[src/rtl/rib_arbiter_if.sv]
// rib_arbiter_if: request/grant bundle between the rib masters and the arbiter
interface rib_arbiter_if #(parameter int N = 4);
   logic [N-1:0]         i_req;
   logic [N-1:0]         o_gnt;
   logic                 o_gnt_vld;
   logic [$clog2(N)-1:0] o_gnt_id;
   logic [N-1:0]         o_bus_halt;
   modport slave (input i_req, output o_gnt, o_gnt_vld, o_gnt_id, o_bus_halt);
   modport master (output i_req, input o_gnt, o_gnt_vld, o_gnt_id, o_bus_halt);
endinterface

[src/rtl/rib_arbiter.sv]
// rib_arbiter: registered rib bus arbiter, strict-priority debug master plus round-robin with bounded hold
module rib_arbiter #(
   parameter int MASTER_NUM  = 4,
   parameter int MAX_HOLD    = 8,
   parameter int PRIO_MASTER = 2
) (
   input logic          clk,
   input logic          rst,
   rib_arbiter_if.slave bus
);
   localparam int HW = $clog2(MAX_HOLD);
   localparam logic [1:0] PID = 2'(PRIO_MASTER);
   localparam logic [HW-1:0] HMAX = HW'(MAX_HOLD - 1);
   typedef enum logic {IDLE, OWNED} state_t;
   state_t                state_q;
   logic [MASTER_NUM-1:0] gnt_q;
   logic                  vld_q;
   logic [1:0]            id_q;
   logic [1:0]            rr_q;
   logic [HW-1:0]         hold_q;
   logic [1:0]            win;
   logic                  others, hit, take_d, drop_d;
   // winner: debug master first, otherwise first requester after rr_q with wrap
   always_comb begin
      win = rr_q;
      for (int k = MASTER_NUM - 1; k >= 0; k--)
         if (bus.i_req[rr_q + 2'(k + 1)]) win = rr_q + 2'(k + 1);
      win = bus.i_req[PID] ? PID : win;
   end
   // decide whether this edge hands the bus to a new owner or releases it
   always_comb begin
      others = |(bus.i_req & ~gnt_q);
      hit    = bus.i_req[id_q];
      take_d = (state_q == OWNED)
             ? (!hit && others) || (hit && id_q != PID && (bus.i_req[PID] || (hold_q == HMAX && others)))
             : |bus.i_req;
      drop_d = state_q == OWNED && !hit && !others;
   end
   // ownership FSM with registered grant outputs
   always_ff @(posedge clk) begin
      if (rst) begin
         state_q <= IDLE;
         gnt_q   <= '0;
         vld_q   <= 1'b0;
         id_q    <= 2'd0;
         hold_q  <= '0;
         rr_q    <= 2'd3;
      end else if (take_d) begin
         state_q <= OWNED;
         gnt_q   <= {{(MASTER_NUM-1){1'b0}}, 1'b1} << win;
         vld_q   <= 1'b1;
         id_q    <= win;
         hold_q  <= '0;
         rr_q    <= win;
      end else if (drop_d) begin
         state_q <= IDLE;
         gnt_q   <= '0;
         vld_q   <= 1'b0;
         id_q    <= 2'd0;
         hold_q  <= '0;
      end else if (state_q == OWNED && hold_q != HMAX) begin
         hold_q  <= hold_q + 1'b1;
      end
   end
   assign bus.o_gnt      = gnt_q;
   assign bus.o_gnt_vld  = vld_q;
   assign bus.o_gnt_id   = id_q;
   assign bus.o_bus_halt = bus.i_req & ~gnt_q;
endmodule
[src/flat_wrapper.sv]
// flat-port wrapper written by rule: the top's interface ports become plain ports
module rib_arbiter_flat 
#(
   parameter int MASTER_NUM  = 4,
   parameter int MAX_HOLD    = 8,
   parameter int PRIO_MASTER = 2
)
  (clk, rst, bus_i_req, bus_o_gnt, bus_o_gnt_vld, bus_o_gnt_id, bus_o_bus_halt);
  rib_arbiter_if bus_i ();
  input logic clk;
  input logic rst;
  input wire logic [$bits(bus_i.i_req)-1:0] bus_i_req;
  output wire logic [$bits(bus_i.o_gnt)-1:0] bus_o_gnt;
  output wire logic [$bits(bus_i.o_gnt_vld)-1:0] bus_o_gnt_vld;
  output wire logic [$bits(bus_i.o_gnt_id)-1:0] bus_o_gnt_id;
  output wire logic [$bits(bus_i.o_bus_halt)-1:0] bus_o_bus_halt;
  assign bus_i.i_req = bus_i_req;
  assign bus_o_gnt = bus_i.o_gnt;
  assign bus_o_gnt_vld = bus_i.o_gnt_vld;
  assign bus_o_gnt_id = bus_i.o_gnt_id;
  assign bus_o_bus_halt = bus_i.o_bus_halt;
  rib_arbiter #(.MASTER_NUM(MASTER_NUM), .MAX_HOLD(MAX_HOLD), .PRIO_MASTER(PRIO_MASTER)) u_core (.clk(clk), .rst(rst), .bus(bus_i));
endmodule
[config.mk]
export PLATFORM = sky130hd
export DESIGN_NAME = rib_arbiter_flat
export DESIGN_NICKNAME = d
export VERILOG_FILES = /design/src/rtl/rib_arbiter_if.sv /design/src/rtl/rib_arbiter.sv /design/src/flat_wrapper.sv
export SDC_FILE = /design/constraint.sdc
export NUM_CORES = 1
export LEC_CHECK = 0
export CORE_MARGIN = 2
export CORE_UTILIZATION = 45
export DETAILED_ROUTE_END_ITERATION = 7
export PLACE_DENSITY = 0.74
export SYNTH_ARGS = -nofsm -noshare
export SYNTH_HDL_FRONTEND = slang
export SYNTH_SLANG_ARGS = --single-unit
[constraint.sdc]
create_clock -name clk -period 1.45 [get_ports clk]
set_input_delay 0.29 -clock clk [delete_from_list [all_inputs] [get_ports clk]]
set_output_delay 0.29 -clock clk [all_outputs]
set_load 0.05 [all_outputs]
## Word-level counts from Yosys, hierarchy flattened

Index checks and enable logic that the tools add are counted.

| storage, ports and cells | value |
|---|---|
| bits in read-only memories | 0 |
| memories kept | 0 |
| output and inout port bits | 11 |
| word-level logic and storage cells | 53 |
| bits in registers | 12 |
| bits in writable memories | 0 |
| input bits | 6 |
| bits in latches | 0 |

| cells by class | value |
|---|---|
| equality and inequality tests | 3 |
| magnitude comparators | 4 |
| multiply operators | 0 |
| multiplexer cells | 19 |
| reduce and logical (&&, ||, !) cells | 15 |
| shift operators | 1 |
| bitwise gates (word level) | 2 |
| div/mod/pow operators | 0 |
| add/subtract/negate cells | 4 |

Operator list:

| operator | count |
|---|---|
| $lt 2x3->1 const B | 4 |
| $mux 2 | 6 |
| $bmux 1 s2 | 4 |
| $mux 4 | 2 |
| $reduce_or 4->1 | 2 |
| $logic_and 1x1->1 | 7 |
| $mux 1 | 7 |
| $add 2x2->2 const B | 2 |
| $and 4x4->4 | 1 |
| $not 4->4 | 1 |
| $shl 1x2->4 const A | 1 |
| $add 3x1->3 const B | 1 |
| $eq 3x3->1 const B | 1 |
| $ne 3x3->1 const B | 1 |
| $reduce_or 3->1 | 1 |
| $add 2x1->2 const B | 1 |
| $logic_not 1->1 | 2 |
| $logic_or 1x1->1 | 2 |
| $ne 2x2->1 const B | 1 |
| $reduce_bool 2->1 | 1 |

## Logic depth before layout (Yosys ltp)

| depth | value |
|---|---|
| depth in word-level cells | 9 |
| mapped depth | 6 |

## Worst setup path after synthesis

Ideal clock, no wire load.

| timing path | value |
|---|---|
| kind | register to register |
| start | register u_core.gnt_q[2] (netlist: u_core.bus.o_gnt[2]) |
| end | register u_core.state_q |
| required time | 1.335 ns |
| cell stages (with the launch flop) | 6 |
| buffers on the path | 0 |
| arrival time | 1.924 ns |
| path slack | -0.589 ns |
| path through | dfxtp_1 -> and2b_1 -> nor4_4 -> a211o_4 -> nand2_4 -> o21a_1 |

| between the ends | value |
|---|---|
| word-level cells in the longest chain between the ends | 9 |

RTL lines:

| what | line | text |
|---|---|---|
| start, declared | rib_arbiter.sv:16 | `logic [MASTER_NUM-1:0] gnt_q;` |
| start signal, assigned | rib_arbiter.sv:50 | `gnt_q <= {{(MASTER_NUM-1){1'b0}}, 1'b1} << win;` |
| $not 4->4 * | -- |  |
| $and 4x4->4 * | -- |  |
| via bus_o_bus_halt[2] | flat_wrapper.sv:16 | `output wire logic [$bits(bus_i.o_bus_halt)-1:0] bus_o_bus_halt;` |
| $reduce_or 4->1 * | rib_arbiter.sv:32 | `others = \|(bus.i_req & ~gnt_q);` |
| $logic_and 1x1->1 | rib_arbiter.sv:35 | `? (!hit && others) \|\| (hit && id_q != PID && (bus.i_req[PID] \|\| (hold_q == HMAX && others)))` |
| $logic_or 1x1->1 | rib_arbiter.sv:35 |  |
| $logic_and 1x1->1 | rib_arbiter.sv:35 |  |
| $logic_or 1x1->1 | rib_arbiter.sv:35 |  |
| $mux 1 | rib_arbiter.sv:35 |  |
| $mux 1 or $reduce_bool 2->1 (tied branches) | -- |  |
| end signal, assigned | rib_arbiter.sv:42 | `state_q <= IDLE;` |
| end signal, assigned | rib_arbiter.sv:49 | `state_q <= OWNED;` |
| end signal, assigned | rib_arbiter.sv:56 | `state_q <= IDLE;` |
| end, declared | rib_arbiter.sv:15 | `state_t state_q;` |

The timed path passes the listed nets; every way through them passes the cells marked *.
A chain may end at the register's enable or synchronous reset.

## Final worst setup path

| timing path | value |
|---|---|
| start | register u_core.hold_q[0] |
| end | register u_core.rr_q[0] |

| between the ends | value |
|---|---|
| word-level cells in the longest chain between the ends | 6 |

RTL lines:

| what | line | text |
|---|---|---|
| start, declared | rib_arbiter.sv:20 | `logic [HW-1:0] hold_q;` |
| start signal, assigned | rib_arbiter.sv:62 | `hold_q <= hold_q + 1'b1;` |
| $eq 3x3->1 | rib_arbiter.sv:35 |  |
| $logic_and 1x1->1 | rib_arbiter.sv:35 |  |
| $logic_or 1x1->1 | rib_arbiter.sv:35 |  |
| $logic_and 1x1->1 | rib_arbiter.sv:35 |  |
| $logic_or 1x1->1 | rib_arbiter.sv:35 |  |
| $mux 1 | rib_arbiter.sv:35 |  |
| end signal, assigned | rib_arbiter.sv:54 | `rr_q <= win;` |
| end, declared | rib_arbiter.sv:19 | `logic [1:0] rr_q;` |

No other way between the ends.

==> impl_results.md <==
- Status: finished with violations
- Violated checks: setup timing
- Period utilisation layout: 110%
- Die H: 47.2 um
- Synth Flop Type: dfxtp_1
- Wirelength, routed: 3.18 mm
- Rows: 15
- Comb pwr share: 54.6%
- Placed Area: 1350 um2
- H-tree depth: 1
- Synth Net Count: 92
- Crit start category: register
- Rel. slew slack: 72.4%
- Iter 0 DRT Violations: 26
- Layout cells sized above 1: 70.6%
- Avg Vias per Cell: 5.95
- Global-route wire length before repair: 4.64 mm
- Cts bufs inserted: 3
- Fin Setup TNS: -1.48 ns
- DRC violations left: 0
- Arr. time, crit path: 1.80 ns
- Net Sw Power: 547 uW
- Layout Skew: 0.00947 ns
- # IOs: 17
- Sw Share: 39.4%
- Vias in the first global route: 957
- Fin nets: 145
- FF-to-FF setup slack: -0.15 ns
- Total Routing Usage GR: 30.5%
- Final Power: 1390 uW
- Synth Area per Inst: 10.0 um2
- Power Density: 885 nW/um2
- Highest clock rate: 624 MHz
- Seq. cell area: 270 um2
- Clk network pwr share: 16.6%
- Worst hold path class: reg -> reg
- Kind of critical path: reg -> reg
- Area Growth Syn to Fin: 86.6%
- Worst skew pair latency: 0.29 ns
- Worst setup margin: -0.152 ns
- Crit Path Max Fanout: 7
- Req. time, crit path: 1.65 ns
- Core Area: 1750 um2
- Largest net degree at the start of global routing: 9
- Fillers: 72
- Die ar.: 2230 um2
- Non-Filler Instances: 161
- Die span in x: 47.2 um
- HP Start: u_core.bus.o_gnt_id[1]
- Fin crit period: 1.60 ns
- Design area: 1570 um2
- Area of the multi-input gates: 687 um2
- Static Leak: 0.000638 uW
- CTS Root Cell: clkbuf_4
- Final hold vios: 0
- Min-Delay Endpoint: u_core.bus.o_gnt_id[1]
- Slew Viols, Final: 0
- Clock sink total: 12
- R2R cell count: 8
- Unrepaired setup endpoints after global routing: true
- Distinct cells, synth: 44
- Vias: 958
- Post-Syn Area: 841 um2
- GRT overflow: 0
- Routability cong.: 0.801
- R2R Path Start: u_core.hold_q[0]
- Final setup violation count: 13
- CTS Hold Bufs: 0
- Worst r2r dst: u_core.rr_q[0]
- DRT Pass-1 Iters: 4
- Diode count: 0
- Reg clk slew, reported paths: 0.09 ns
- CTS tree: yes
- Initial Util: 48.2%
- Register area share after synthesis: 28.6%
- MaxCap Viol Count: 0
- Most frequent cells in the layout: buf_4, buf_12, dfxtp_4
- Synth Instances: 84
- Detailed placement HPWL: 1.83 mm
- Post-synth EDFFs: 0
- Synth warn: 0
- Async SR Flop Fraction: 0%
- Initial antenna violation count: 0
- Flop pwr share: 28.8%
- IO Port Bufs: 16
- Area leader, netlist: dfxtp_1
- Fin util: 89.9%
- DR WL/cell: 19.8 um
- VDD IR max: 0.000842 V
- Placed insts: 149
- Crit. End Element: register
- Max clock buf depth: 2
- Final ANT Viol Nets: 0
- Top cells by area, synth: dfxtp_1, mux2i_1, nand4_1
- P_int: 842 uW
- Hold depth: 2
- Seq cells post-synth: 12
- Synth top area share: 28.6%
- Commonest non-fill, non-tap cell in the layout: buf_4
- Worst Max-Slew Pin Slew: 0.413 ns
[stage by stage]
step                setup WS, ns  hold WS (ns)
floorplan                 -0.246         0.459
global route              -0.233         0.554
detailed placement        -0.757         0.510
CTS                       -0.151         0.520
global placement          -0.682         0.500
finish                    -0.152         0.533
[layer usage]
| metal | part of all wire (%) | track usage, % | vias up |
|---|---|---|---|
| met5 | 0 | 0 | - |
| met4 | 4.4 | 16.1 | 0 |
| met3 | 5.9 | 3.46 | 15 |
| met2 | 48 | 52.7 | 49 |
| met1 | 42 | 36.4 | 463 |
| li1 | - | - | 431 |
[worst max-delay path by stage]
stage | start | cells after the start | end | slack [ns]
finish | u_core.hold_q[0] | 8 | u_core.rr_q[0] | -0.15
global route | bus_i_req[3] | 7 | u_core.bus.o_gnt_id[1] | -0.23
CTS | u_core.bus.o_gnt[3] | 5 | u_core.rr_q[0] | -0.15
detailed placement | bus_i_req[2] | 7 | u_core.bus.o_gnt[3] | -0.76
global placement | bus_i_req[2] | 7 | u_core.bus.o_gnt_id[0] | -0.68
floorplan | u_core.bus.o_gnt[3] | 5 | u_core.rr_q[0] | -0.25
[cell families (layout without fill, tap and decap cells)]
family / after synthesis / count (layout) / synth area share, %
and+or+nand+nor: 36 / 36 / 32.0
AOI/OAI and AO/OA: 22 / 22 / 24.0
DFF: 12 / 12 / 28.6
muxes: 6 / 6 / 7.44
buffers and inverters: 4 / 56 / 2.68
adders and majority gates: 3 / 3 / 4.31
xor gates and xnor gates: 1 / 1 / 1.04
[timing repair]
action	4_1_cts	5_1_grt
setup buffers	5	5
endpoints found under the hold margin	0	0
gates resized for setup	22	15
endpoints found under the setup margin	16	14
pin swaps	13	9
[power by group through the flow]
| stage | combinational (uW) | sequential, uW | clock [uW] |
|---|---|---|---|
| 2_1_floorplan | 266 | 467 | 0 |
| 3_3_place_gp | 609 | 400 | 0 |
| 3_5_place_dp | 623 | 402 | 0 |
| 4_1_cts | 667 | 394 | 224 |
| 5_1_grt | 787 | 403 | 256 |
| 6_report | 758 | 400 | 231 |
[sequential cells by signal, summed over array words and instances, names as in the netlist]
| name | cells |
|---|---|
| u_core.bus.o_gnt | 4 |
| u_core.bus.o_gnt_id | 2 |
| u_core.hold_q | 3 |
| u_core.rr_q | 2 |
| u_core.state_q | 1 |
[worst max-delay path, stage by stage (launching register included)]
cell	delay, ns
dfxtp_2	0.34
ha_2	0.19
ha_4	0.16
o22a_1	0.23
buf_6	0.13
o211ai_4	0.11
buf_12	0.16
nand3_2	0.09
o211ai_1	0.10
[Yosys cell counts (2+ instances only)]
| cell type | count |
|---|---|
| o21ai_1 | 5 |
| nor3_1 | 5 |
| nor2b_1 | 3 |
| ha_1 | 2 |
| nor2b_4 | 2 |
| nand3_1 | 3 |
| nand2_1 | 6 |
| dfxtp_1 | 12 |
| mux2_2 | 2 |
| o31ai_2 | 2 |
| nand4_1 | 5 |
| mux2i_1 | 4 |
| nor2_4 | 2 |
[layout make-up]
type | instances | area share [%]
well taps | 25 | 1.99
repair buffers | 50 | 34.8
inverters | 2 | 0.478
clock buffers | 4 | 1.67
multi-input cells | 68 | 43.8
flip-flops and latches | 12 | 17.2
Power figures use the tool's default switching activity.
